**src/rtl/sample_bist_pkg.sv**
```systemverilog
// sample_bist_pkg: shared types, widths and next-state helpers for the
// BIST controller of the `sample` block.
//   state_t    - controller states (DRAIN only reachable with
//                SAMPLE_BIST_RESP_REG_EN defined)
//   LFSR_W     - stimulus generator width (x^6+x^5+1, Fibonacci)
//   MISR_W     - signature width (x^8+x^4+x^3+x^2+1)
//   lfsr_next  - one LFSR step
//   misr_next  - one MISR compaction of a 3-bit response
package sample_bist_pkg;

    typedef enum logic [1:0] {
        IDLE  = 2'd0,
        RUN   = 2'd1,
        DRAIN = 2'd2,
        DONE  = 2'd3
    } state_t;

    localparam int LFSR_W = 6;
    localparam int MISR_W = 8;
    localparam int RESP_W = 3;

    localparam logic [MISR_W-1:0] MISR_POLY = 8'h1D;

    // Feedback taps of x^6+x^5+1: the two top state bits.
    localparam int LFSR_TAP_A = 5;
    localparam int LFSR_TAP_B = 4;

    function automatic logic [LFSR_W-1:0] lfsr_next(input logic [LFSR_W-1:0] s);
        return {s[LFSR_W-2:0], s[LFSR_TAP_A] ^ s[LFSR_TAP_B]};
    endfunction

    function automatic logic [MISR_W-1:0] misr_next(input logic [MISR_W-1:0] m,
                                                    input logic [RESP_W-1:0] d);
        logic [MISR_W-1:0] fb;
        fb = m[MISR_W-1] ? MISR_POLY : '0;
        return ({m[MISR_W-2:0], 1'b0} ^ fb) ^ {{(MISR_W-RESP_W){1'b0}}, d};
    endfunction

endpackage

```
**src/rtl/sample_bist_misr.sv**
```systemverilog
// sample_bist_misr: 8-bit multiple-input signature register.
//   clk, ret  - clock, synchronous active-high reset (clears signature)
//   clr       - clear to zero at the start of a run (wins over en)
//   en        - compact din this cycle
//   din[2:0]  - response {o,p,q}, o at bit 2
//   sig[7:0]  - current signature
module sample_bist_misr
    import sample_bist_pkg::*;
(
    input  logic              clk,
    input  logic              ret,
    input  logic              clr,
    input  logic              en,
    input  logic [RESP_W-1:0] din,
    output logic [MISR_W-1:0] sig
);

    always_ff @(posedge clk) begin
        if (ret || clr) begin
            sig <= '0;
        end else if (en) begin
            sig <= misr_next(sig, din);
        end
    end

endmodule

```
**src/rtl/sample_bist.sv**
```systemverilog
// sample_bist: BIST controller for the `sample` combinational block.
// Drives a,b..f with an LFSR pattern stream for PATTERNS cycles, compacts
// {o,p,q} into an 8-bit MISR and compares the result against GOLDEN.
//   clk, ret        - clock, synchronous active-high reset
//   start           - one-cycle run request (honoured in IDLE and DONE only)
//   o, p, q         - responses from `sample`
//   a..f            - registered stimulus, {a..f} = LFSR state, 0 when idle
//   busy            - run in progress (RUN or DRAIN)
//   done            - run complete, pass/signature valid and stable
//   pass            - signature == GOLDEN, qualified by done
//   signature[7:0]  - MISR contents
// Build option: SAMPLE_BIST_RESP_REG_EN registers {o,p,q} before the MISR
// and adds a one-cycle DRAIN state; the final signature is unchanged.
module sample_bist
    import sample_bist_pkg::*;
#(
    parameter int          PATTERNS = 32,
    parameter logic [5:0]  SEED     = 6'h01,
    parameter logic [7:0]  GOLDEN   = 8'h00
) (
    input  logic       clk,
    input  logic       ret,
    input  logic       start,
    input  logic       o,
    input  logic       p,
    input  logic       q,
    output logic       a,
    output logic       b,
    output logic       c,
    output logic       d,
    output logic       e,
    output logic       f,
    output logic       busy,
    output logic       done,
    output logic       pass,
    output logic [7:0] signature
);

    localparam int CNT_W = $clog2(PATTERNS + 1);
    // An all-zero LFSR would lock up, so a zero seed falls back to 1.
    localparam logic [LFSR_W-1:0] SEED_EFF = (SEED == '0) ? LFSR_W'(1) : SEED;
    localparam logic [CNT_W-1:0]  LAST     = CNT_W'(PATTERNS - 1);

    state_t              state_q, state_d;
    logic [LFSR_W-1:0]   lfsr_q;
    logic [CNT_W-1:0]    cnt_q;
    logic                last;
    logic                launch;
    logic                misr_en;
    logic [RESP_W-1:0]   misr_din;

    assign last   = (cnt_q == LAST);
    assign launch = start && (state_q == IDLE || state_q == DONE);

    always_comb begin
        state_d = state_q;
        case (state_q)
            IDLE, DONE: if (start) state_d = RUN;
`ifdef SAMPLE_BIST_RESP_REG_EN
            RUN:        if (last) state_d = DRAIN;
`else
            RUN:        if (last) state_d = DONE;
`endif
            DRAIN:      state_d = DONE;
            default:    state_d = IDLE;
        endcase
    end

    // The LFSR register is the pin register: loaded on launch, stepped in
    // RUN, and forced to 0 once the last vector has been applied.
    always_ff @(posedge clk) begin
        if (ret) begin
            state_q <= IDLE;
            lfsr_q  <= '0;
            cnt_q   <= '0;
        end else begin
            state_q <= state_d;
            if (launch) begin
                lfsr_q <= SEED_EFF;
                cnt_q  <= '0;
            end else if (state_q == RUN) begin
                lfsr_q <= last ? '0 : lfsr_next(lfsr_q);
                cnt_q  <= cnt_q + CNT_W'(1);
            end else begin
                lfsr_q <= '0;
            end
        end
    end

`ifdef SAMPLE_BIST_RESP_REG_EN
    logic [RESP_W-1:0] resp_q;

    always_ff @(posedge clk) begin
        if (ret) resp_q <= '0;
        else     resp_q <= {o, p, q};
    end

    // resp_q lags one cycle: skip the first RUN cycle (it holds the idle
    // response) and pick up the final vector's response in DRAIN.
    assign misr_din = resp_q;
    assign misr_en  = (state_q == RUN && cnt_q != '0) || state_q == DRAIN;
`else
    assign misr_din = {o, p, q};
    assign misr_en  = (state_q == RUN);
`endif

    sample_bist_misr u_misr (
        .clk (clk),
        .ret (ret),
        .clr (launch),
        .en  (misr_en),
        .din (misr_din),
        .sig (signature)
    );

    assign {a, b, c, d, e, f} = lfsr_q;
    assign busy = (state_q == RUN) || (state_q == DRAIN);
    assign done = (state_q == DONE);
    assign pass = done && (signature == GOLDEN);

endmodule

```
**config.mk**
```make
export PLATFORM = sky130hd
export DESIGN_NAME = sample_bist
export DESIGN_NICKNAME = d
export VERILOG_FILES = /design/src/rtl/sample_bist_pkg.sv /design/src/rtl/sample_bist_misr.sv /design/src/rtl/sample_bist.sv
export SDC_FILE = /design/constraint.sdc
export NUM_CORES = 1
export LEC_CHECK = 0
export CAP_MARGIN = 30
export CORE_MARGIN = 5
export CORE_UTILIZATION = 42
export DETAILED_ROUTE_END_ITERATION = 8
export GPL_TIMING_DRIVEN = 0
export PLACE_DENSITY = 0.8
export SKIP_CTS_REPAIR_TIMING = 1
export SYNTH_ARGS = -nofsm -noshare
export SYNTH_HDL_FRONTEND = slang
export SYNTH_HIERARCHICAL = 1
export SYNTH_SLANG_ARGS = --single-unit
```
**constraint.sdc**
```tcl
create_clock -name clk -period 1.6 [get_ports clk]
set_clock_uncertainty 0.2 [all_clocks]
set_input_delay 0.24 -clock clk [delete_from_list [all_inputs] [get_ports clk]]
set_output_delay 0.24 -clock clk [all_outputs]
set_load 0.03 [all_outputs]
```
==> out/qor.csv, run 1 <==
stage,metric,value,unit
outcome,outcome,"finished, violations left",
outcome,violations,setup timing,
floorplanning,core,2170,µm²
layout,nets,131,
clock_tree,cts_buffers,3,
clock_tree,clkTransAtPathRegs,0.13,ns
critical_path,end_kind,output pin,
timing,fmax,540,MHz
critical_path,path_depth,4,
critical_path,r2r_cells,6,
logic_synthesis,synth_edf_count,0,
worst_hold_path,hold_end,lfsr_q[2]$_SDFF_PP0_,
place,placed_area,1260,µm²
power_and_ir_drop,power_frac_comb,0.426,
timing,setup_slack,-0.250,ns
logic_synthesis,yosysTopAreaCellShare,0.467,
power_and_ir_drop,total_power,2.01,mW
layout,final_common_cell,dfxtp_1,
logic_synthesis,avgSynthCellArea,9.92,µm²
critical_path,critPathArrivalTime,1.41,ns
routing,drc,0,
critical_path,worst-setup-path-type,reg -> out,
worst_hold_path,whs_path_depth,1,
layout,area_growth,48.1,%
timing,relSlewSlack,0.782,
critical_path,r2r_slack,-0.02,ns
critical_path,cp.buffers_inverters,1,
layout,final_area,1400,µm²
floorplanning,start_util,0.434,
power_and_ir_drop,p_seq_frac,0.365,
logic_synthesis,yosys_most_used_dff,dfxtp_1,
floorplanning,die_w,57.4,µm
logic_synthesis,synth_area_leaders,"dfxtp_1 (47%), nor2_1 (6.0%), xnor2_1 (5.6%)",
critical_path,critical_path_peak_fanout,3,
clock_tree,cts_buffer_depth,2,
timing,rsz0062_at_grt,yes,
clock_tree,htree_levels,1,
clock_tree,clock-sinks,22,
floorplanning,dieArea,3290,µm²
logic_synthesis,synth.distinct_cells,31,
place,gp_congestion,0.843,
power_and_ir_drop,p_leak,0.751,nW
logic_synthesis,yosysWarningCount,6,
job,drv_cap,0,
place,port-buffer-count,22,
logic_synthesis,synth-async-reset-ratio,0,
critical_path,worstPathRequired,1.16,ns
logic_synthesis,synth.yosys.seq_area_share,0.467,
routing,vias,742,
routing,ant_nets,0,
floorplanning,num_rows,17,
timing,timing.hold.ws,0.285,ns
timing,report.final.slew_viol_count,0,
critical_path,critPathTopFamily,simple AND/OR/NAND/NOR gates,
power_and_ir_drop,vdd.ir_drop.worst,0.000941,V
timing,finalCriticalPeriod,1.85,ns
power_and_ir_drop,internal_power,1.29,mW
worst_hold_path,min-delay-path-class,reg -> reg,
routing,wl,1920,µm
critical_path,cp_cell_sequence,nor4_2 > nand3b_1 > nor4_4 > buf_6,
timing,tns,-0.340,ns
routing,drtIter0Drc,11,
global_routing,grt_max_degree,14,
timing,finalSetupViolations,6,
power_and_ir_drop,switchingPower,0.723,mW
global_routing,antenna_found_initial,0,
place,dpl.hpwl,1460,µm
timing,timing.final.crit_share,1.16,
critical_path,start_kind,flip-flop,
global_routing,grt_pass1_vias,722,
layout,post_route_cells_drive_above_1_share,0.289,
critical_path,rr_endpoint,u_misr/sig[1]$_SDFFE_PP0P_,
power_and_ir_drop,clkPwrFrac,0.210,
timing,finalHoldViolCount,0,
floorplanning,io_pins,23,
critical_path,r2r_start,state_q[1]$_SDFFE_PP0P_,
floorplanning,dieHeight,57.4,µm
layout,n_antenna_cell,0,
place,dp_cells,145,
layout,final_cell_mix,"dfxtp_1 (15), nor2_1 (14), dlymetal6s2s_1 (14)",
critical_path,critPathMaxStageDelay,0.36,ns
global_routing,grt_overflow,0,
logic_synthesis,synthCells,95,
clock_tree,clk-insertion-delay-late,0.30,ns
power_and_ir_drop,powerDensity,1440,nW/µm²
layout,fin_cells,149,
logic_synthesis,syn_nets,104,
logic_synthesis,synth.ff_latch_count,22,
routing,viasPerCell,4.98,
logic_synthesis,syn_area,942,µm²
power_and_ir_drop,swShare,0.360,
global_routing,grt_pass1_wl,3090,µm
clock_tree,cts-root-buf,clkbuf_4,
worst_hold_path,min_from,lfsr_q[1]$_SDFF_PP0_,
critical_path,cpMaxStageDelayCell,dfxtp_2,
logic_synthesis,yosys.area.top_type,dfxtp_1,
routing,dr.pass1.iters,4,
routing,routedWlPerCell,12.9,µm
clock_tree,cts_tree,yes,
global_routing,track_usage,0.118,
timing,worst_pin_slew,0.327,ns
-- layer usage --
layer,wire (µm),part of all wire,global-route usage,vias up
met4,14,0.0073,0.0596,0
met5,0,0,0,-
met3,89,0.046,0.0204,2
met1,824,0.43,0.140,340
met2,994,0.52,0.202,18
li1,-,-,-,382
-- cells by family after synthesis --
family                   count (synthesis)  synth area share
AND/OR/NAND/NOR                         34             0.178
flip-flops                              22             0.467
XOR/XNOR                                10             0.109
AO/OA/AOI/OAI                           12             0.104
multiplexers                             5            0.0531
adder cells (fa/ha/maj)                  3            0.0398
buffers and inverters                    9            0.0491
-- power by group through the flow --
stage	Clock [mW]	Sequential, mW	Combinational [mW]
after floorplan	0	0.799	0.474
after global placement	0	0.729	0.754
after detailed placement	0	0.735	0.779
after CTS	0.432	0.723	0.783
after global routing	0.455	0.744	0.924
final	0.421	0.732	0.855
-- stage by stage --
stage,utilization,setup WS (ns)
detailed placement,0.579,-0.534
global route,0.643,-0.360
CTS,0.603,-0.901
floorplan,-,-0.0551
finish,0.643,-0.250
global placement,0.579,-0.498
-- cell usage after synthesis, types with 2 or more instances --
master    number
xnor2_1        6
nand4_1        2
dfxtp_1       22
nor2_1        15
a211oi_1       4
mux2i_1        5
nand2_1        4
nor4_1         2
ha_1           3
inv_1          5
xor2_1         3
and3_1         5
-- registers in the layout, indices dropped and copies added (netlist names) --
register / count
u_misr/sig: 8
lfsr_q: 6
state_q: 2
cnt_q: 6
-- final cells by class --
cell class	count	area (µm²)
fill	174	774
inverter	5	21.3
timing repair buffer	23	260
sequential	22	457
buffer	3	33.8
multi-input combinational	64	536
clock inverter	1	30.0
clock buffer	3	22.5
tap	28	35.0
-- worst max-delay path by stage --
| stage | endpoint | from |
|---|---|---|
| after floorplan | pass | u_misr/sig[4]$_SDFFE_PP0P_ |
| after global placement | pass | u_misr/sig[4]$_SDFFE_PP0P_ |
| after detailed placement | pass | u_misr/sig[4]$_SDFFE_PP0P_ |
| after CTS | pass | u_misr/sig[4]$_SDFFE_PP0P_ |
| after global routing | pass | u_misr/sig[7]$_SDFFE_PP0P_ |
| final | pass | u_misr/sig[7]$_SDFFE_PP0P_ |
Note: power is estimated with default switching activity, not from simulation.
==> run 2: changes to the inputs <==
--- a/config.mk
+++ b/config.mk
@@ -12,6 +12,7 @@
 export GPL_TIMING_DRIVEN = 0
 export PLACE_DENSITY = 0.8
 export SKIP_CTS_REPAIR_TIMING = 1
+export SLEW_MARGIN = 20
 export SYNTH_ARGS = -nofsm -noshare
 export SYNTH_HDL_FRONTEND = slang
 export SYNTH_HIERARCHICAL = 1
==> results of run 2 <==
The final DEF is identical to that of run 1; final timing and power are the same.
==> run 3: changes to the inputs <==
--- a/config.mk
+++ b/config.mk
@@ -6,7 +6,6 @@
 export NUM_CORES = 1
 export LEC_CHECK = 0
 export CAP_MARGIN = 30
-export CORE_MARGIN = 5
 export CORE_UTILIZATION = 42
 export DETAILED_ROUTE_END_ITERATION = 8
 export GPL_TIMING_DRIVEN = 0
==> run 3 against run 2 <==
Critical path depth unchanged. Register-to-register slack about the same. Cell area decreased by 1.1%. Largest cell class unchanged. Critical endpoint unchanged. Combinational power increased by 4.9%. The run still ends with setup timing left.
==> out/qor.csv, run 3 (synthesis results as in run 1) <==
stage,metric,value,unit
power_and_ir_drop,p_leak,0.752,nW
global_routing,grt_pass1_vias,669,
critical_path,critical_path_peak_fanout,4,
timing,worst_pin_slew,0.321,ns
layout,post_route_cells_drive_above_1_share,0.268,
critical_path,critPathArrivalTime,1.45,ns
global_routing,grtUsageMet3,0.0374,
clock_tree,cts_buffers,3,
routing,dr.pass1.iters,3,
power_and_ir_drop,p_seq_frac,0.389,
routing,viasPerCell,5.05,
global_routing,grt_overflow,0,
power_and_ir_drop,swShare,0.384,
routing,wl,1870,µm
outcome,outcome,"finished, violations left",
timing,setup_slack,-0.285,ns
timing,finalCriticalPeriod,1.89,ns
layout,area_growth,46.5,%
clock_tree,cts_tree,yes,
layout,final_cell_mix,"dfxtp_1 (16), nor2_1 (15), dlymetal6s2s_1 (14)",
power_and_ir_drop,internal_power,1.16,mW
floorplanning,num_rows,16,
global_routing,grt.busiest_layer,met2,
layout,reg_top3,"u_misr/sig: 8 flops, cnt_q: 6 flops, lfsr_q: 6 flops",
power_and_ir_drop,switchingPower,0.722,mW
global_routing,track_usage,0.164,
floorplanning,start_util,0.461,
floorplanning,core,2040,µm²
layout,nets,133,
power_and_ir_drop,power_frac_comb,0.477,
critical_path,start_kind,flip-flop,
clock_tree,clk-insertion-delay-late,0.30,ns
layout,largest_register_ffs,8,
floorplanning,io_pins,23,
floorplanning,die_w,49.4,µm
routing,drtIter0Drc,6,
routing,routedWlPerCell,12.5,µm
clock_tree,clkTransAtPathRegs,0.11,ns
layout,final_common_cell,dfxtp_1,
place,placed_area,1250,µm²
timing,rsz0062_at_grt,yes,
outcome,violations,setup timing,
clock_tree,clock-sinks,22,
layout,top_register,u_misr/sig,
critical_path,r2r_cells,6,
timing,relSlewSlack,0.786,
floorplanning,dieHeight,49.4,µm
place,dpl.hpwl,1330,µm
clock_tree,cts-root-buf,clkbuf_4,
power_and_ir_drop,total_power,1.88,mW
floorplanning,dieArea,2440,µm²
global_routing,antenna_found_initial,0,
routing,vias,757,
critical_path,worst-setup-path-type,reg -> out,
layout,num-fill-cells,169,
clock_tree,htree_levels,1,
worst_hold_path,whs_path_depth,1,
power_and_ir_drop,clkPwrFrac,0.135,
global_routing,grt_pass1_wl,3020,µm
timing,fmax,530,MHz
worst_hold_path,min-delay-path-class,reg -> reg,
critical_path,worstPathRequired,1.16,ns
global_routing,grt_use_met1,0.199,
routing,ant_nets,0,
power_and_ir_drop,powerDensity,1360,nW/µm²
routing,drc,0,
timing,timing.final.crit_share,1.18,
power_and_ir_drop,vdd.ir_drop.worst,0.000946,V
job,drv_cap,0,
global_routing,grt_max_degree,13,
layout,final_area,1380,µm²
timing,report.final.slew_viol_count,0,
critical_path,end_kind,output pin,
layout,n_antenna_cell,0,
place,port-buffer-count,22,
global_routing,gr-usage-met2,0.274,
timing,finalSetupViolations,3,
timing,finalHoldViolCount,0,
place,gp_congestion,0.776,
clock_tree,cts_buffer_depth,2,
-- run 3: final cells by class --
| class | count | area, µm² | area share |
|---|---|---|---|
| Inverter | 5 | 21.3 | 0.0154 |
| Multi-Input combinational cell | 64 | 539 | 0.391 |
| Clock buffer | 4 | 26.3 | 0.0190 |
| Buffer | 3 | 31.3 | 0.0227 |
| Sequential cell | 22 | 453 | 0.328 |
| Timing Repair Buffer | 25 | 275 | 0.199 |
| Tap cell | 27 | 33.8 | 0.0245 |
-- run 3: layer usage --
| metal | routed length, µm | vias to the layer above |
|---|---|---|
| li1 | - | 384 |
| met1 | 839 | 352 |
| met2 | 939 | 17 |
| met3 | 67 | 4 |
| met4 | 26 | 0 |
| met5 | 0 | - |
-- run 3: critical path: stages, from the launching register on --
cell and delay, ns:
dfxtp_4 0.38, nor4_4 0.26, nand3b_1 0.16, nor4_4 0.18, buf_6 0.17
-- run 3: metrics by stage --
stage	instances	util	setup TNS, ns	worst slack, ns	hold WS [ns]
after detailed placement	144	0.615	-2.12	-0.547	0.268
after CTS	148	0.627	-5.46	-0.909	0.289
after floorplan	95	-	-0.0551	-0.0551	0.0973
after global routing	150	0.676	-0.616	-0.389	0.298
final	150	0.676	-0.319	-0.285	0.281
after global placement	144	0.615	-1.47	-0.488	0.257
-- run 3: final timing paths --
kind / startpoint / to / slack [ns]
worst min register to register: lfsr_q[2]$_SDFF_PP0_ / lfsr_q[3]$_SDFF_PP0_ / 0.28
worst max register to register: state_q[1]$_SDFFE_PP0P_ / u_misr/sig[1]$_SDFFE_PP0P_ / -0.01
worst max-delay path: u_misr/sig[4]$_SDFFE_PP0P_ / pass / -0.29
worst min-delay path: lfsr_q[2]$_SDFF_PP0_ / lfsr_q[3]$_SDFF_PP0_ / 0.28
-- run 3: power by group through the flow --
| stage | clock [mW] | sequential (mW) | combinational [mW] |
|---|---|---|---|
| floorplan | 0 | 0.799 | 0.474 |
| global placement | 0 | 0.730 | 0.750 |
| detailed placement | 0 | 0.734 | 0.768 |
| CTS | 0.269 | 0.721 | 0.770 |
| global route | 0.295 | 0.744 | 0.957 |
| finish | 0.254 | 0.731 | 0.897 |
